### src/rtl/rapids_pkg.sv
// Shared types for the fetch path.
//   word_t         : 32-bit machine word
//   fetch_entry_t  : one fetched slot {pc, instr, fault}
//   fetch_mode_t   : fetch engine mode {FETCH, HALT}
//   INSTR_BYTES    : PC increment per fetched word
package rapids_pkg;

    typedef logic [31:0] word_t;

    typedef struct packed {
        word_t pc;
        word_t instr;
        logic  fault;
    } fetch_entry_t;

    localparam int INSTR_BYTES = 4;

    typedef enum logic [0:0] {
        FETCH = 1'b0,
        HALT  = 1'b1
    } fetch_mode_t;

endpackage

### src/rtl/instr_fetch_fifo.sv
// fetch_fifo: synchronous in-order queue of fetch_entry_t.
// Ports:
//   clk, rst      : clock, synchronous active-high reset
//   push, wr_data : enqueue request and entry
//   pop           : dequeue head (ignored when empty)
//   flush         : drop all entries (wins over push/pop)
//   rd_data       : head entry (undefined contents when empty)
//   count         : number of entries held, 0..DEPTH
//   full, empty   : occupancy flags
// Push on full is accepted only together with a pop.
module fetch_fifo
    import rapids_pkg::*;
#(
    parameter int DEPTH = 4
) (
    input  logic                     clk,
    input  logic                     rst,
    input  logic                     push,
    input  logic                     pop,
    input  logic                     flush,
    input  fetch_entry_t             wr_data,
    output fetch_entry_t             rd_data,
    output logic [$clog2(DEPTH):0]   count,
    output logic                     full,
    output logic                     empty
);

    localparam int AW = $clog2(DEPTH);
    localparam logic [AW:0] DEPTH_C = (AW+1)'(DEPTH);

    fetch_entry_t  mem [DEPTH];
    logic [AW-1:0] wr_ptr;
    logic [AW-1:0] rd_ptr;
    logic          do_push;
    logic          do_pop;

    assign full    = (count == DEPTH_C);
    assign empty   = (count == '0);
    assign do_pop  = pop & ~empty;
    assign do_push = push & (~full | do_pop);
    assign rd_data = mem[rd_ptr];

    // Pointers wrap naturally because DEPTH is a power of two.
    always_ff @(posedge clk) begin
        if (rst || flush) begin
            wr_ptr <= '0;
            rd_ptr <= '0;
            count  <= '0;
        end else begin
            if (do_push) wr_ptr <= wr_ptr + 1'b1;
            if (do_pop)  rd_ptr <= rd_ptr + 1'b1;
            count <= count + {{AW{1'b0}}, do_push} - {{AW{1'b0}}, do_pop};
        end
    end

    // Storage has no reset; stale slots are never visible because count gates them.
    always_ff @(posedge clk) begin
        if (do_push) mem[wr_ptr] <= wr_data;
    end

endmodule

### src/rtl/instr_fetch.sv
// instr_fetch: owns the fetch PC, drives the MMU instruction port and
// queues returned words (or fault markers) for the controlpath.
// Optional feature macro: FETCH_BYPASS_EN (zero-latency path when queue empty).
// Ports:
//   clk, rst                  : clock, synchronous active-high reset
//   instr_addr                : fetch address to MMU (= fetch PC)
//   instr, wait_instr, instr_segv : MMU return data / stall / fault
//   redirect, redirect_pc     : flush queue and restart fetch
//   instruction, instr_pc, instr_fault, instr_valid : head entry (zero when invalid)
//   instr_ready               : controlpath accepts head entry
module instr_fetch
    import rapids_pkg::*;
#(
    parameter int          DEPTH    = 4,
    parameter logic [31:0] RESET_PC = 32'h0
) (
    input  logic        clk,
    input  logic        rst,
    output logic [31:0] instr_addr,
    input  logic [31:0] instr,
    input  logic        wait_instr,
    input  logic        instr_segv,
    input  logic        redirect,
    input  logic [31:0] redirect_pc,
    output logic [31:0] instruction,
    output logic [31:0] instr_pc,
    output logic        instr_fault,
    output logic        instr_valid,
    input  logic        instr_ready
);

    word_t                  fpc;
    fetch_mode_t            mode;
    fetch_entry_t           new_entry;
    fetch_entry_t           head;
    fetch_entry_t           out_entry;
    logic [$clog2(DEPTH):0] fifo_count;
    logic                   fifo_full;
    logic                   fifo_empty;
    logic                   fifo_push;
    logic                   bypass;
    logic                   pop;
    logic                   accept;
    logic                   unused_ok;

    assign instr_addr = fpc;

    // A fault slot carries no instruction word.
    assign new_entry = '{pc: fpc, instr: (instr_segv ? 32'h0 : instr), fault: instr_segv};

`ifdef FETCH_BYPASS_EN
    assign bypass = fifo_empty & (mode == FETCH) & ~wait_instr & ~redirect;
`else
    assign bypass = 1'b0;
`endif

    always_comb begin
        out_entry   = head;
        instr_valid = ~fifo_empty;
        if (bypass) begin
            out_entry   = new_entry;
            instr_valid = 1'b1;
        end
        instruction = instr_valid ? out_entry.instr : 32'h0;
        instr_pc    = instr_valid ? out_entry.pc    : 32'h0;
        instr_fault = instr_valid ? out_entry.fault : 1'b0;
    end

    assign pop    = instr_valid & instr_ready;
    // A slot frees up this cycle if the head is being consumed.
    assign accept = (mode == FETCH) & ~wait_instr & ~redirect & (~fifo_full | pop);
    // A bypassed word that is consumed immediately never enters the queue.
    assign fifo_push = accept & ~(bypass & instr_ready);

    fetch_fifo #(.DEPTH(DEPTH)) u_fifo (
        .clk     (clk),
        .rst     (rst),
        .push    (fifo_push),
        .pop     (pop),
        .flush   (redirect),
        .wr_data (new_entry),
        .rd_data (head),
        .count   (fifo_count),
        .full    (fifo_full),
        .empty   (fifo_empty)
    );

    always_ff @(posedge clk) begin
        if (rst) begin
            fpc  <= RESET_PC;
            mode <= FETCH;
        end else if (redirect) begin
            fpc  <= {redirect_pc[31:2], 2'b00};
            mode <= FETCH;
        end else if (accept) begin
            // On a fault the PC stays on the faulting address until redirected.
            if (instr_segv) mode <= HALT;
            else            fpc  <= fpc + 32'(INSTR_BYTES);
        end
    end

    assign unused_ok = ^{redirect_pc[1:0], fifo_count};

endmodule

### config.mk
export PLATFORM = sky130hd
export DESIGN_NAME = instr_fetch
export DESIGN_NICKNAME = d
export VERILOG_FILES = /design/src/rtl/rapids_pkg.sv /design/src/rtl/instr_fetch_fifo.sv /design/src/rtl/instr_fetch.sv
export SDC_FILE = /design/constraint.sdc
export NUM_CORES = 1
export LEC_CHECK = 0
export BUFFER_PORTS_ARGS = -buffer_cell sky130_fd_sc_hd__clkbuf_2
export CAP_MARGIN = 20
export CORE_MARGIN = 2
export CORE_UTILIZATION = 45
export CTS_CLUSTER_SIZE = 28
export DETAILED_ROUTE_END_ITERATION = 10
export PLACE_DENSITY = 0.69
export SYNTH_ARGS = -nofsm -noshare
export SYNTH_HDL_FRONTEND = slang
export SYNTH_HIERARCHICAL = 1
export SYNTH_SLANG_ARGS = --single-unit
### constraint.sdc
create_clock -name clk -period 6.4 [get_ports clk]
set_clock_uncertainty 0.2 [all_clocks]
set_input_delay 0.64 -clock clk [delete_from_list [all_inputs] [get_ports clk]]
set_output_delay 0.64 -clock clk [all_outputs]
set_load 0.005 [all_outputs]
==> results of run 1 <==
registers in the layout, summed over array words and instances, names as in the netlist, named ones only:
name           count
u_fifo/wr_ptr      2
u_fifo/mem       260
u_fifo/count       3
u_fifo/rd_ptr      2
instr_addr        30
mode               1
through the flow:
step                std cells  power (mW)  util, %  instance area [sq um]
floorplan                 784        2.35        -                  12700
global placement         1261        2.43     49.1                  13600
detailed placement       1261        2.43     49.1                  13600
CTS                      1318        4.20     52.8                  14600
global route             1320        4.31     52.9                  14700
finish                   1320        4.16     52.9                  14700
cell families after synthesis:
kind of cell	count (synthesis)	synth area share, %
AOI/OAI and AO/OA	79	4.32
xor gates and xnor gates	11	0.762
adders and majority gates	7	0.752
buffers and inverters	87	3.97
DFF	300	68.1
muxes	68	11.8
other	1	0.0297
and+or+nand+nor	222	10.2
cell usage in the layout, fill, tap and decap left out, drive strengths merged, types with 2 or more instances in the layout:
cell type	n
ha	6
a21oi	19
and3	7
nand4	11
a21o	2
bufinv	4
a2111oi	5
inv	18
conb	10
a41oi	2
nor3	13
buf	9
xor2	4
and2	2
nand3b	3
or2	2
clkinv	10
nand3	14
a31oi	15
mux4	65
or3	4
o21ai	16
clkbuf	203
dfxtp	40
nand2	33
a22oi	2
o21a	6
a32oi	3
xnor2	7
edfxtp	260
nor2	17
nor4	4
and4	4
o31a	3
nor2b	103
mux2i	3
o31ai	2
per-layer routing:
layer  vias to the layer above  track usage [%]
met5                         -                0
met4                         0             4.46
met3                        37             3.15
met2                       238             29.6
met1                      3573             24.6
li1                       3240                -
path summary, 6_finish.rpt:
| path | slack [ns] | start | end |
|---|---|---|---|
| worst max-delay path | 2.61 | flip-flop | instr_pc[24] |
| worst min-delay path | 0.15 | redirect_pc[17] | instr_addr[17] |
| worst max register to register | 3.06 | u_fifo/count[1] | u_fifo/mem[0][15] |
| worst min register to register | 0.32 | u_fifo/wr_ptr[1] | u_fifo/wr_ptr[1] |
cell type report:
class                   count  share of cell area [%]
clock inverters            17                    1.31
repair buffers            172                    6.17
clock buffers              40                    5.59
flip-flops and latches    300                    58.8
multi-input cells         397                    24.5
inverters                  16                   0.410
well taps                 378                    3.23
report_power, final:
part / internal (mW) / switching (mW) / leakage, nW
Sequential: 2.17 / 0.0370 / 2.75
Clock: 1.06 / 0.708 / 0.490
Combinational: 0.0831 / 0.0994 / 1.80
worst max-delay path, delay by kind of cell, from the launching register on:
kind	cells	cell delay, ns
simple gates	1	0.16
mux	1	0.56
buf+inv	2	0.72
flops	1	0.94
==> flow_summary_export.csv, run 1 <==
group,metric,value,unit
run_status,outcome,"complete, no violations",
setup_path,cp_max_fo,43,
floorplan,die_y,172,um
clock_network,tritoncts,"done",
timing,fmax,0.264,GHz
logic_synthesis,netlist_area,12600,sq um
clock_network,cts_hold_buf,0,
global_routing,antenna_found_initial,0,
routing,viasPerCell,5.37,
clock_network,clk_path_buf_depth,3,
routing,drt.antenna.violating_nets,0,
routing,wl_met1,11.5,mm
setup_path,critPathLaunchType,"flip-flop",
logic_synthesis,yosysTopAreaCell,"edfxtp_1",
logic_synthesis,syn-mean-instance-area,16.3,sq um
routing,route.detailed.drc,0,
placed_design,dp_hpwl,15.0,mm
setup_path,crit_type,"reg2out",
timing,period_share,59.3,%
logic_synthesis,yosysSeqAreaShare,68.1,%
routing,dr.pass1.iters,5,
floorplan,coreArea,27700,sq um
pwr,power_density,284,nW/um^2
timing,finalSetupViolCount,0,
clock_network,clock_latency,0.55,ns
routing,vias,7088,
timing,tns,0,ns
pwr,vdd_drop_max,0.000197,V
timing,setup_slack,2.61,ns
logic_synthesis,synth_cells,775,
setup_path,worst_path_largest_cell_delay,0.94,ns
clock_network,cts.sinks,300,
final_layout,multi_input_area,3590,sq um
clock_network,cts_max_level,1,
placed_design,numPortBuffers,163,
setup_path,arrival,2.95,ns
logic_synthesis,ys_warn_count,6,
floorplan,fp-row-count,61,
timing,whs,0.146,ns
final_layout,diodes,0,
clock_network,postCtsResizedCells,0,
final_layout,nNetsFinal,995,
logic_synthesis,synth_edf_count,260,
routing,highest_layer,"met4",
global_routing,grt_pass1_wl,40.1,mm
placed_design,routabilityCongestion,0.792,
pwr,p_leak,5.04,nW
setup_path,worstPathRequired,5.56,ns
logic_synthesis,synth_cell_types,56,
timing,period_minus_slack,3.79,ns
logic_synthesis,ys_top_cells_by_area,"edfxtp_1 (62%), mux4_2 (12%), dfxtp_1 (6.3%)",
final_layout,drive_gt1_share,31.6,%
setup_path,reg2reg_depth,6,
routing,drt_iter0_drc,548,
floorplan,pin_count,168,
global_routing,grt_max_degree,67,
floorplan,die_w,172,um
global_routing,overflow,0,
routing,wl,26.0,mm
floorplan,start_util,45.6,%
timing,hold_violations,0,
logic_synthesis,synth.most_common_cell,"edfxtp_1",
worst_hold_path,hp-class,"in2reg",
global_routing,gr-usage-all-layers,17.8,%
job,maxCapViolCount,0,
logic_synthesis,ys_top_cells_by_count,"edfxtp_1 (260), nor2b_1 (103), mux4_2 (65)",
routing,met3WireLength,1.59,mm
clock_network,numCtsBuffers,31,
routing,post_drt_wl_per_cell,19.7,um
timing,worst_pin_slew,1.15,ns
placed_design,dp_slack,2.97,ns
clock_network,clkSlewWorstSetupHoldPaths,0.06,ns
global_routing,grt_pass1_vias,7112,
floorplan,fp.dieArea,29400,sq um
final_layout,synthToLayoutAreaGrowth,15.9,%
timing,slew_headroom,23.3,%
logic_synthesis,synth_ff_type,"edfxtp_1",
clock_network,cts_root_buffer,"clkbuf_16",
final_layout,fill_cells,2239,
setup_path,worstSetupEndpointType,"output pin",
final_layout,regArea,8620,sq um
logic_synthesis,synthArstFlopShare,0,%
timing,rsz0062_at_grt,"no",
routing,dr_wl_met2,12.5,mm
logic_synthesis,synth_top_area_share,61.8,%
setup_path,slowest_stage,"dfxtp_4",
worst_hold_path,hold_depth,3,
logic_synthesis,ys_ff_latch,300,
timing,maxSlewViolCount,0,
setup_path,cp_cell_sequence,"buf_4, mux4_2, nor2b_1, clkbuf_2",
clock_network,cts_setup_buffers,0,
(Power assumes the default switching activity.)
==> run 2: changes to the inputs <==
--- a/config.mk
+++ b/config.mk
@@ -11,7 +11,7 @@
 export CORE_UTILIZATION = 45
 export CTS_CLUSTER_SIZE = 28
 export DETAILED_ROUTE_END_ITERATION = 10
-export PLACE_DENSITY = 0.69
+export PLACE_DENSITY = 0.71
 export SYNTH_ARGS = -nofsm -noshare
 export SYNTH_HDL_FRONTEND = slang
 export SYNTH_HIERARCHICAL = 1
==> constraint.sdc (replaced) <==
create_clock -name clk -period 3.25 [get_ports clk]
set_clock_uncertainty 0.2 [all_clocks]
set_input_delay 0.325 -clock clk [delete_from_list [all_inputs] [get_ports clk]]
set_output_delay 0.325 -clock clk [all_outputs]
set_load 0.005 [all_outputs]
==> run 2 against run 1 <==
Combinational power up 140%. Global-route usage grew 0.82 points. Wire length is 5.0% higher. Largest cell class unchanged. Die area is the same. First-iteration DRC count grew 9.3%. Utilization is 3.1 points higher. Total power is 98% higher. Final cell count grew 6.1%. Highest routed layer unchanged. Sequential power rose by 97%. Worst hold slack got worse by 0.091 ns. Sequential share of layout area shrank 3.2 points.
==> flow_summary_export.csv, run 2 (same netlist as run 1, synthesis figures left out) <==
group,metric,value,unit
global_routing,overflow,0,
worst_hold_path,worstHoldEndpoint,"u_fifo/wr_ptr[1]",
clock_network,cts_setup_buffers,0,
setup_path,critPathTopFamily,"flip-flops",
setup_path,r2r-start,"u_fifo/count[1]",
final_layout,regArea,8620,sq um
clock_network,postCtsResizedCells,0,
setup_path,critPathLaunchType,"flip-flop",
pwr,vdd_drop_max,0.000369,V
clock_network,clock_latency,0.55,ns
setup_path,arrival,2.45,ns
pwr,p_comb_share,5.3,%
timing,hold_violations,0,
floorplan,fp.dieArea,29400,sq um
final_layout,synthToLayoutAreaGrowth,22.7,%
pwr,p_int,6.54,mW
final_layout,drive_gt1_share,31.7,%
placed_design,routabilityCongestion,0.793,
final_layout,fill_cells,2171,
pwr,netSwitchingFraction,20.7,%
final_layout,layout_commonest_cell,"edfxtp_1",
worst_hold_path,hp-class,"in2reg",
routing,viasPerCell,5.26,
final_layout,nNetsFinal,1075,
timing,worst_pin_slew,0.965,ns
final_layout,fin_area,15500,sq um
pwr,switchingPower,1.71,mW
routing,vias,7363,
global_routing,grt_max_degree,67,
setup_path,worstSetupEndpointType,"output pin",
clock_network,cts.sinks,300,
placed_design,dp_hpwl,16.7,mm
floorplan,die_y,172,um
timing,period_share,91.6,%
timing,tns,0,ns
worst_hold_path,hold_depth,5,
routing,post_drt_wl_per_cell,19.5,um
global_routing,grt_pass1_vias,7378,
setup_path,crit_type,"reg2out",
clock_network,clkSlewWorstSetupHoldPaths,0.06,ns
clock_network,numCtsBuffers,31,
final_layout,diodes,0,
final_layout,final_cell_mix,"edfxtp_1 (260), clkbuf_2 (163), nor2b_1 (103), mux4_2 (65), dlygate4sd3_1 (62)",
routing,route.detailed.drc,0,
run_status,outcome,"complete, no violations",
floorplan,die_w,172,um
floorplan,fp-row-count,61,
global_routing,antenna_found_initial,0,
clock_network,cts_root_buffer,"clkbuf_16",
pwr,power_density,532,nW/um^2
floorplan,pin_count,168,
timing,finalSetupViolCount,0,
floorplan,start_util,45.6,%
setup_path,cp_max_fo,24,
timing,slew_headroom,35.4,%
clock_network,clk_path_buf_depth,3,
final_layout,largest_register_ffs,260,
global_routing,grt_pass1_wl,41.7,mm
timing,maxSlewViolCount,0,
setup_path,cp_num_buf_inv,2,
setup_path,worst_path_largest_cell_delay,0.72,ns
routing,dr.pass1.iters,5,
routing,drt.antenna.violating_nets,0,
setup_path,cp_cell_sequence,"buf_4, mux4_2, nor2b_1, clkbuf_2",
placed_design,place_area,13900,sq um
setup_path,rrSetupSlack,0.46,ns
pwr,p_leak,5.43,nW
floorplan,coreArea,27700,sq um
placed_design,numPortBuffers,163,
job,maxCapViolCount,0,
timing,rsz0062_at_grt,"no",
final_layout,multi_input_area,3590,sq um
worst_hold_path,hp-start,"wait_instr",
timing,fmax,0.336,GHz
timing,period_minus_slack,2.98,ns
setup_path,reg2reg_depth,11,
clock_network,tritoncts,"done",
pwr,p_clk_share,42.1,%
routing,wl,27.4,mm
routing,drt_iter0_drc,599,
pwr,power.share.sequential,52.6,%
setup_path,slowest_stage,"dfxtp_4",
clock_network,cts_max_level,1,
setup_path,r2r_end,"u_fifo/count[2]",
global_routing,gr-usage-all-layers,18.7,%
setup_path,worstPathRequired,2.72,ns
final_layout,regMostFlops,"u_fifo/mem",
run 2: area by class of cell:
type | count | share of cell area [%]
Clock inverter | 25 | 1.47
Clock buffer | 33 | 5.05
Multi-Input combinational cell | 397 | 23.2
Inverter | 16 | 0.387
Sequential cell | 300 | 55.6
Timing Repair Buffer | 252 | 11.3
Tap cell | 378 | 3.05
run 2: how the worst max path moves through the flow:
stage                     depth (start not counted)          endpoint  slack, ns
after floorplan                                   4  u_fifo/mem[0][0]       0.08
after global placement                           11   u_fifo/count[2]       0.49
after detailed placement                         11   u_fifo/count[2]       0.46
after CTS                                         4       instr_pc[1]       0.18
after global routing                              4       instr_pc[1]       0.10
final                                             4       instr_pc[0]       0.27
run 2: through the flow:
stage               total power, mW  util (%)  cells  setup WS [ns]  hold slack [ns]
floorplan                      4.64         -    784         0.0787            0.202
global placement               4.79      50.1   1281          0.491            0.286
detailed placement             4.80      50.1   1281          0.457            0.295
CTS                            8.33      56.0   1401          0.181           0.0374
global route                   8.53      56.0   1401          0.102           0.0383
finish                         8.25      56.0   1401          0.272           0.0546
run 2: tightest hold or removal path, delay by kind of cell:
| family | cells | cell delay (ns) |
|---|---|---|
| compound gates | 1 | 0.04 |
| buf+inv | 2 | 0.25 |
| mux | 1 | 0.06 |
| simple gates | 1 | 0.07 |
run 2: layer usage:
layer  up-vias  wire length, um  GRT usage, %
li1       3395                -             -
met1      3635            11200          24.5
met2       283            13700          32.3
met3        50             1820          3.24
met4         0              608          4.86
met5         -                0             0
run 2: power by group through the flow:
stage | combinational [mW] | sequential [mW] | clock, mW
floorplan | 0.242 | 4.39 | 0
global placement | 0.377 | 4.41 | 0
detailed placement | 0.383 | 4.42 | 0
CTS | 0.443 | 4.34 | 3.55
global route | 0.482 | 4.35 | 3.71
finish | 0.440 | 4.34 | 3.47
run 2: timing repair:
action,CTS,global route
endpoints found under the setup margin,0,0
hold endpoints to repair,162,0
hold buffers,62,0
==> run 3: changes to the inputs <==
--- a/config.mk
+++ b/config.mk
@@ -12,7 +12,7 @@
 export CTS_CLUSTER_SIZE = 28
 export DETAILED_ROUTE_END_ITERATION = 10
 export PLACE_DENSITY = 0.71
+export REMOVE_ABC_BUFFERS = 1
 export SYNTH_ARGS = -nofsm -noshare
 export SYNTH_HDL_FRONTEND = slang
-export SYNTH_HIERARCHICAL = 1
 export SYNTH_SLANG_ARGS = --single-unit
==> run 3 against run 2 <==
Sequential share of layout area rose by 0.54 points. Critical path depth did not move. Final cell count fell by 6.1%. Sequential power fell by 2%. Synthesized cell count fell by 4.5%. Combinational power rose by 51%. Global-route usage fell by 0.30 points. Register-to-register slack improved by 0.18 ns. Final area fell by 3.7%. Worst hold slack improved by 0.028 ns. Largest power group unchanged. Highest routed layer unchanged.
==> flow_summary_export.csv, run 3 <==
group,metric,value,unit
timing,maxSlewViolCount,0,
clock_network,cts.sinks,292,
clock_network,tritoncts,"done",
timing,fmax,0.352,GHz
timing,rsz0062_at_grt,"no",
routing,wl,26.2,mm
pwr,vdd_drop_max,0.000457,V
clock_network,numCtsBuffers,30,
placed_design,place_area,13300,sq um
logic_synthesis,synth_top_area_share,62.0,%
clock_network,clk_path_buf_depth,3,
logic_synthesis,netlist_area,12200,sq um
global_routing,overflow,0,
logic_synthesis,synth.most_common_cell,"edfxtp_1",
clock_network,cts_root_buffer,"clkbuf_16",
global_routing,gr-usage-all-layers,18.4,%
final_layout,postLayoutCoreUtil,55.7,%
global_routing,grt_pass1_wl,40.4,mm
placed_design,dp_hpwl,15.8,mm
routing,route.detailed.drc,0,
setup_path,worstPathRequired,2.72,ns
timing,whs,0.0823,ns
pwr,p_clk_share,41.0,%
routing,drt_iter0_drc,579,
timing,hold_violations,0,
final_layout,diodes,0,
floorplan,start_util,45.5,%
logic_synthesis,synth_fa_ha_area_share,0.882,%
logic_synthesis,synth-xor-area-share,0.933,%
final_layout,regMostFlops,"u_fifo.mem",
setup_path,cp_num_buf_inv,2,
clock_network,clock_latency,0.55,ns
floorplan,fp.dieArea,28500,sq um
routing,dr.pass1.iters,5,
setup_path,critPathLaunchType,"flip-flop",
worst_hold_path,hp-class,"in2reg",
timing,period_minus_slack,2.84,ns
logic_synthesis,synthArstFlopShare,0,%
logic_synthesis,ys_ff_latch,292,
pwr,switchingPower,1.77,mW
logic_synthesis,synth_compound_area_share,4.10,%
final_layout,layout_commonest_cell,"edfxtp_1",
logic_synthesis,synth_ff_type,"edfxtp_1",
clock_network,postCtsResizedCells,0,
logic_synthesis,synth_cells,740,
timing,worst_pin_slew,0.720,ns
global_routing,antenna_found_initial,0,
final_layout,drive_gt1_share,31.8,%
timing,finalSetupViolCount,0,
floorplan,die_w,169,um
routing,vias,7127,
timing,tns,0,ns
setup_path,crit_type,"reg2out",
floorplan,coreArea,26800,sq um
setup_path,cp_cell_sequence,"buf_4, mux4_2, and2_1, clkbuf_2",
final_layout,fin_area,14900,sq um
logic_synthesis,synth_edf_count,252,
placed_design,numPortBuffers,161,
timing,slew_headroom,52.0,%
timing,period_share,87.4,%
placed_design,dp.cells,1199,
final_layout,synthToLayoutAreaGrowth,22.3,%
timing,setup_slack,0.409,ns
pwr,p_int,6.54,mW
placed_design,routabilityCongestion,0.790,
logic_synthesis,synth.area.mux_share,11.7,%
final_layout,nNetsFinal,1030,
global_routing,grt_max_degree,65,
logic_synthesis,ys_top_cells_by_count,"edfxtp_1 (252), and2_1 (69), mux4_2 (63)",
final_layout,final_cell_mix,"edfxtp_1 (252), clkbuf_2 (161), and2_1 (65), mux4_2 (63), dlygate4sd3_1 (62)",
logic_synthesis,yosysTopAreaCell,"edfxtp_1",
logic_synthesis,ys_top_cells_by_area,"edfxtp_1 (62%), mux4_2 (12%), dfxtp_1 (6.6%)",
logic_synthesis,synth_cell_types,54,
clock_network,cts_max_level,1,
final_layout,largest_register_ffs,252,
run_status,outcome,"complete, no violations",
pwr,p_comb_share,8.0,%
floorplan,die_y,169,um
routing,post_drt_wl_per_cell,19.9,um
setup_path,cp_max_fo,38,
setup_path,critPathTopFamily,"flip-flops",
pwr,p_leak,5.25,nW
logic_synthesis,synth_top_family_by_area,"multiplexers",
pwr,netSwitchingFraction,21.3,%
placed_design,dp_slack,0.713,ns
setup_path,worstSetupEndpointType,"output pin",
pwr,power.share.sequential,51.0,%
setup_path,arrival,2.32,ns
logic_synthesis,syn-mean-instance-area,16.5,sq um
floorplan,fp-row-count,60,
routing,drt.antenna.violating_nets,0,
setup_path,worst_path_largest_cell_delay,0.76,ns
logic_synthesis,ys_warn_count,0,
pwr,power_density,556,nW/um^2
clock_network,clkSlewWorstSetupHoldPaths,0.06,ns
logic_synthesis,synth-simple-area-share,9.77,%
global_routing,grt_pass1_vias,7171,
logic_synthesis,yosysSeqAreaShare,68.6,%
routing,viasPerCell,5.42,
floorplan,pin_count,168,
job,maxCapViolCount,0,
pwr,report.power.total,8.31,mW
setup_path,slowest_stage,"dfxtp_4",
final_layout,finalNonFillerCells,1316,
run 3: cells by family (layout without fill, tap and decap cells):
family | count (synthesis) | in the layout
AOI/OAI and AO/OA | 75 | 75
xor gates and xnor gates | 13 | 13
adders and majority gates | 8 | 8
buffers and inverters | 90 | 322
DFF | 292 | 292
muxes | 64 | 64
other | 1 | 4
and+or+nand+nor | 197 | 197
run 3: worst reg2reg max path: stages, from the launching register on:
cell and delay (ns):
dfxtp_1 0.56, nand4_2 0.32, nor3_1 0.56, nand4_1 0.34
or3_1 0.40, a31oi_1 0.15
run 3: worst paths after layout:
check	start	endpoint	slack (ns)	cells after the start
max reg2reg	instr_addr[9]	instr_addr[30]	0.64	5
max	flip-flop	instruction[7]	0.41	4
min reg2reg	mode	mode	0.34	2
min	instr_ready	u_fifo.rd_ptr[0]	0.08	4
run 3: metal layers:
layer,up-vias,share of wire [%],track usage [%]
li1,3252,-,-
met1,3567,42,24.8
met2,273,50,31.8
met3,35,6.3,3.09
met4,0,1.4,3.71
met5,-,0,0
run 3: final cells by class:
| cell class | instances | area [sq um] |
|---|---|---|
| inverter | 15 | 56.3 |
| clock inverter | 19 | 186 |
| tap | 341 | 427 |
| fill | 2143 | 11900 |
| sequential | 292 | 8380 |
| clock buffer | 36 | 795 |
| timing repair buffer | 252 | 1720 |
| multi-input combinational | 361 | 3370 |
run 3: timing repair:
action | 4_1_cts | 5_1_grt
endpoints found under the hold margin | 155 | 0
hold buffers | 62 | 0
buffers inserted | 0 | 0
run 3: power groups by stage:
stage          clock, mW  sequential (mW)  combinational (mW)
6_report            3.40             4.24               0.666
5_1_grt             3.60             4.25               0.733
4_1_cts             3.47             4.24               0.677
3_5_place_dp           0             4.32               0.617
3_3_place_gp           0             4.31               0.613
2_1_floorplan          0             4.31               0.303
